[src/rtl/kfps2kb_keycode_fifo_pkg.sv]
// Shared types and constants for the PS/2-to-XT keycode FIFO.
package kfps2kb_pkg;

  typedef logic [7:0] keycode_t;

  localparam keycode_t KEYCODE_OVERRUN = 8'hFF;
  localparam keycode_t KEYCODE_NONE    = 8'h00;

  typedef enum logic {
    CAP_IDLE,
    CAP_ACK
  } cap_state_t;

  typedef enum logic [1:0] {
    OUT_EMPTY,
    OUT_PRESENT,
    OUT_CLEAR
  } out_state_t;

endpackage

[src/rtl/kfps2kb_keycode_fifo_ram.sv]
// DEPTH x 8 keycode storage: one synchronous write port, asynchronous read, no reset.
module kfps2kb_keycode_ram
  import kfps2kb_pkg::*;
#(
  parameter int unsigned DEPTH = 16
) (
  input  logic                     clock,
  input  logic                     we,
  input  logic [$clog2(DEPTH)-1:0] waddr,
  input  keycode_t                 wdata,
  input  logic [$clog2(DEPTH)-1:0] raddr,
  output keycode_t                 rdata
);

  keycode_t mem [DEPTH];

  always_ff @(posedge clock) begin
    if (we) mem[waddr] <= wdata;
  end

  assign rdata = mem[raddr];

endmodule

[src/rtl/kfps2kb_keycode_fifo.sv]
// Keycode FIFO between the PS/2 scancode converter and the XT PPI/interrupt side.
// Option: KFPS2KB_OVERRUN_CODE_EN replaces the newest entry with 8'hFF on a full push.
module kfps2kb_keycode_fifo
  import kfps2kb_pkg::*;
#(
  parameter int unsigned DEPTH = 16
) (
  input  logic       clock,
  input  logic       reset_n,
  input  logic       in_irq,
  input  logic [7:0] in_keycode,
  output logic       in_clear,
  output logic       out_irq,
  output logic [7:0] out_keycode,
  input  logic       out_clear,
  output logic       overflow
);

  localparam int unsigned PW = $clog2(DEPTH);
  localparam int unsigned CW = PW + 1;
  localparam logic [CW-1:0] FULL_COUNT = CW'(DEPTH);

  cap_state_t    cap_state;
  out_state_t    out_state;
  logic [PW-1:0] wr_ptr;
  logic [PW-1:0] rd_ptr;
  logic [CW-1:0] count;
  logic          avail;

  logic          push_req;
  logic          pop;
  logic          full;
  logic          push_ok;
  logic          push_over;
  logic          ram_we;
  logic [PW-1:0] ram_waddr;
  keycode_t      ram_wdata;
  keycode_t      head;

  always_comb begin
    push_req  = (cap_state == CAP_IDLE) && in_irq;
    pop       = (out_state == OUT_EMPTY) && avail && !out_clear;
    full      = (count == FULL_COUNT);
    push_ok   = push_req && (!full || pop);
    push_over = push_req && full && !pop;
    ram_we    = push_ok;
    ram_waddr = wr_ptr;
    ram_wdata = in_keycode;
`ifdef KFPS2KB_OVERRUN_CODE_EN
    if (push_over) begin
      ram_we    = 1'b1;
      ram_waddr = wr_ptr - PW'(1);
      ram_wdata = KEYCODE_OVERRUN;
    end
`endif
  end

  kfps2kb_keycode_ram #(
    .DEPTH (DEPTH)
  ) u_ram (
    .clock (clock),
    .we    (ram_we),
    .waddr (ram_waddr),
    .wdata (ram_wdata),
    .raddr (rd_ptr),
    .rdata (head)
  );

  always_ff @(posedge clock) begin
    if (!reset_n) begin
      cap_state   <= CAP_IDLE;
      out_state   <= OUT_EMPTY;
      wr_ptr      <= '0;
      rd_ptr      <= '0;
      count       <= '0;
      avail       <= 1'b0;
      in_clear    <= 1'b0;
      out_irq     <= 1'b0;
      out_keycode <= KEYCODE_NONE;
      overflow    <= 1'b0;
    end else begin
      in_clear <= 1'b0;
      case (cap_state)
        CAP_IDLE: begin
          if (in_irq) begin
            cap_state <= CAP_ACK;
            in_clear  <= 1'b1;
          end
        end
        CAP_ACK:  cap_state <= CAP_IDLE;
        default:  cap_state <= CAP_IDLE;
      endcase

      if (push_ok) wr_ptr <= wr_ptr + PW'(1);
      if (pop)     rd_ptr <= rd_ptr + PW'(1);
      case ({push_ok, pop})
        2'b10:   count <= count + CW'(1);
        2'b01:   count <= count - CW'(1);
        default: count <= count;
      endcase

      // Registered non-empty flag gives the capture-to-irq latency of two edges;
      // it can only be stale right after a pop, when the output FSM has left OUT_EMPTY.
      avail <= (count != '0);

      case (out_state)
        OUT_EMPTY: begin
          if (out_clear) begin
            out_state <= OUT_CLEAR;
          end else if (avail) begin
            out_keycode <= head;
            out_irq     <= 1'b1;
            out_state   <= OUT_PRESENT;
          end
        end
        OUT_PRESENT: begin
          if (out_clear) begin
            out_irq     <= 1'b0;
            out_keycode <= KEYCODE_NONE;
            overflow    <= 1'b0;
            out_state   <= OUT_CLEAR;
          end
        end
        OUT_CLEAR: begin
          if (!out_clear) out_state <= OUT_EMPTY;
        end
        default: out_state <= OUT_EMPTY;
      endcase

      // A new overrun in the same cycle as the clear wins, so it is never lost.
      if (push_over) overflow <= 1'b1;
    end
  end

endmodule

[config.mk]
export PLATFORM = sky130hd
export DESIGN_NAME = kfps2kb_keycode_fifo
export DESIGN_NICKNAME = d
export VERILOG_FILES = /design/src/rtl/kfps2kb_keycode_fifo_pkg.sv /design/src/rtl/kfps2kb_keycode_fifo_ram.sv /design/src/rtl/kfps2kb_keycode_fifo.sv
export SDC_FILE = /design/constraint.sdc
export NUM_CORES = 1
export LEC_CHECK = 0
export ABC_AREA = 1
export BUFFER_PORTS_ARGS = -buffer_cell sky130_fd_sc_hd__buf_2
export CORE_MARGIN = 4
export CORE_UTILIZATION = 56
export CTS_CLUSTER_DIAMETER = 40
export DETAILED_ROUTE_END_ITERATION = 8
export PLACE_DENSITY = 0.84
export SLEW_MARGIN = 10
export SYNTH_ARGS = -nofsm -noshare
export SYNTH_HDL_FRONTEND = slang
export SYNTH_SLANG_ARGS = --single-unit
[constraint.sdc]
create_clock -name clock -period 2.3 [get_ports clock]
set_clock_uncertainty 0.05 [all_clocks]
set_input_delay 0.115 -clock clock [delete_from_list [all_inputs] [get_ports clock]]
set_output_delay 0.115 -clock clock [all_outputs]
set_load 0.1 [all_outputs]
==> results.py <==
metrics = {
    "clock_network": {
        "cts.hold.buffers_added": 1,
        "clk_pin_slew_ns": 0.06,
        "clkSinkCount": 159,
        "post_cts_setup_buffers": 0,
        "clock_tree.htree_level_count": 4,
        "tritoncts": "done",
        "cts_root_buf": "sky130_fd_sc_hd__clkbuf_16",
        "worstSkewPairLatency_ns": 0.42,
        "resized_after_cts": 0,
        "tritoncts.num_buffers": 17,
        "max-clock-path-buffers": 2,
    },
    "job": {
        "cap_violations": 0,
    },
    "global_routing": {
        "grt_first_pass_wirelength_um": 23680,
        "vias_in_the_first_global_route": 4419,
        "residual_overflow_from_global_routing": 0,
        "grt_max_degree": 39,
        "antenna_found_initial": 0,
        "global_route.usage.total": 0.2381,
    },
    "synth": {
        "synthesis.area_per_instance_um2": 11.62,
        "cells_taking_the_most_area_after_synthesis": "sky130_fd_sc_hd__edfxtp_1, sky130_fd_sc_hd__dfxtp_1, sky130_fd_sc_hd__nor2_1",
        "mappedNetlistArea_um2": 6404,
        "synth.top_cell.area_share": 0.6002,
        "cell_count_after_synthesis": 551,
        "post-synth-top-area-cell": "sky130_fd_sc_hd__edfxtp_1",
        "share_of_synthesized_area_occupied_by_flip_flops_and_latches": 0.6971,
        "ys_types": 31,
        "ys_ff_latch": 159,
        "synthesis_warnings": 0,
        "mappedNetlistNets": 570,
        "asyncSetResetFlopFracSynth": 0,
        "count_of_flip_flops_with_a_built_in_enable_after_synthesis": 128,
        "synth_ff_type": "sky130_fd_sc_hd__edfxtp_1",
    },
    "timing": {
        "holdWs_ns": 0.009611,
        "timing.final.setup_violations": 0,
        "finalCriticalPeriod_ns": 2.084,
        "worst_slew_pin_slew_ns": 0.5963,
        "fmax_mhz": 479.8,
        "timing.final.hold_violations": 0,
        "grt_setup_unrepaired": "false",
        "final_critical_path_setup_slack_ns": 0.2157,
        "setup-tns-final_ns": 0,
        "finalMaxSlewViolations": 0,
        "max-slew-margin-rel": 0.6020,
        "fin_crit_sh": 0.9062,
    },
    "power_and_ir_drop": {
        "power_density_nw_per_um2": 897.3,
        "sw_frac_of_total": 0.2485,
        "internal_power_component_mw": 4.936,
        "clock_power_share": 0.408,
        "seq_power_share": 0.489,
        "ir_worst_vdd_mv": 0.5577,
        "power.net_switching_mw": 1.633,
        "share_comb_of_total_power": 0.102,
        "total_leakage_power_nw": 2.611,
    },
    "place": {
        "finalWeightedCongestion": 0.8961,
        "detailed_place.area_um2": 6740,
        "pre_cts_slack_ns": 0.3160,
        "place.detailed.hpwl_um": 9159,
        "io_buffer_count": 22,
    },
    "layout": {
        "final_layout_size_suffix_gt1_frac": 0.1531,
        "mostFrequentLayoutCells": "sky130_fd_sc_hd__edfxtp_1, sky130_fd_sc_hd__nor2_1, sky130_fd_sc_hd__nand2_1",
        "net_count_reported_at_finish": 607,
        "layout-area-overhead-vs-synth_pct": 14.32,
        "final_core_utilization": 0.6637,
        "insertedDiodeCount": 0,
        "finalInstanceArea_um2": 7321,
        "mostFrequentLayoutCell": "sky130_fd_sc_hd__edfxtp_1",
        "num-fill-cells": 755,
    },
    "hold_path": {
        "hp-class": "input port to flop",
    },
    "routing": {
        "detail_route.drc_violations": 0,
        "drtIter0Drc": 548,
        "average_via_count_per_standard_cell": 6.157,
        "firstDrtPassIters": 7,
        "antenna_left": 0,
        "detailroute.via_count": 4562,
        "totalWireLength_um": 15000,
        "drt-wirelength-per-cell_um": 20.25,
    },
    "setup_path": {
        "path_class": "flop to flop",
        "endpoint_kind": "flop",
        "cp_data_required_time_ns": 2.38,
        "crit_arrival_ns": 2.17,
        "crit_chain": "nor2_4 > nand3_4 > a21oi_4 > nand2_1 > nor2_1 > buf_4",
        "crit_slowest_cell": "sky130_fd_sc_hd__dfxtp_1",
        "peak_per_stage_delay_on_the_critical_path_ns": 0.35,
        "worstSetupStartpointType": "flop",
        "crit_path_max_fanout": 14,
    },
    "die": {
        "rows": 38,
        "pin_count": 23,
        "core_um2": 11030,
        "die_area_um2": 13210,
        "die_w_um": 114.9,
        "floorplan.initialDensity": 0.5805,
        "die_y_um": 114.9,
    },
    "status": {
        "status": "completed",
    },
}
==> cell families after synthesis <==
kind of cell	after synthesis	share of synthesized area
AOI/OAI and AO/OA	133	0.1229
xor gates and xnor gates	1	0.001368
adders and majority gates	7	0.01368
buffers and inverters	56	0.03576
DFF	159	0.6971
and+or+nand+nor	195	0.1292
==> power groups by stage <==
stage / combinational, mW / sequential (mW) / clock [mW]
6_report: 0.673 / 3.21 / 2.68
3_3_place_gp: 0.618 / 3.27 / 0
4_1_cts: 0.664 / 3.21 / 2.70
5_1_grt: 0.730 / 3.22 / 2.83
3_5_place_dp: 0.647 / 3.27 / 0
2_1_floorplan: 0.364 / 3.35 / 0
==> stage by stage <==
step / std cells / power (mW)
4_1_cts: 741 / 6.575
3_5_place_dp: 708 / 3.921
2_1_floorplan: 551 / 3.718
6_report: 741 / 6.569
5_1_grt: 741 / 6.784
3_3_place_gp: 708 / 3.887
==> area by class of cell <==
class	instances	area, µm²	share of cell area
multi-input combinational	336	1710	0.2336
inverter	28	105.1	0.01436
clock inverter	14	141.4	0.01931
sequential	159	4467	0.6102
timing repair buffer	46	292.8	0.03999
tap	140	175.2	0.02393
clock buffer	18	429.2	0.05862
==> cell usage after synthesis (all sizes together) (2+ instances only) <==
cell type and number:
a211oi 2, a21oi 23, buf 15, clkbuf 13
dfxtp 31, edfxtp 128, ha 7, inv 28
nand2 62, nand3 27, nand4 2, nor2 102
o211ai 4, o21ai 73, o221ai 21, o22ai 8
==> path summary, 6_finish.rpt <==
path	start	end	slack (ns)	cells past startpoint
worst max-delay path	out_state[1]$_SDFFE_PN0P_	u_ram.mem[8][6]$_DFFE_PP_	0.22	6
worst min-delay path	reset_n	ram_waddr[3]$_SDFFE_PN0P_	0.01	3
worst max register to register	out_state[1]$_SDFFE_PN0P_	u_ram.mem[8][6]$_DFFE_PP_	0.22	6
worst min register to register	rd_ptr[3]$_SDFFE_PN0N_	flop	0.41	1
==> sequential cells by signal, summed over array words and instances, names as in the netlist, named ones only <==
name         count
out_state        2
rd_ptr           4
u_ram.mem      128
in_clear         1
out_irq          1
overflow         1
out_keycode      8
count            5
avail            1
ram_waddr        4
==> critical path, delay by kind of cell (launching register included) <==
family	cells	cell delay, ns
simple gates	4	0.88
compound gates	1	0.32
flops	1	0.35
buf+inv	1	0.21
==> layer usage <==
layer | vias to the layer above | part of all wire | GRT usage
li1 | 2057 | - | -
met1 | 2154 | 0.38 | 0.3039
met2 | 304 | 0.50 | 0.3900
met3 | 47 | 0.084 | 0.05421
met4 | 0 | 0.032 | 0.1088
met5 | - | 0 | 0
(Power assumes the default switching activity.)
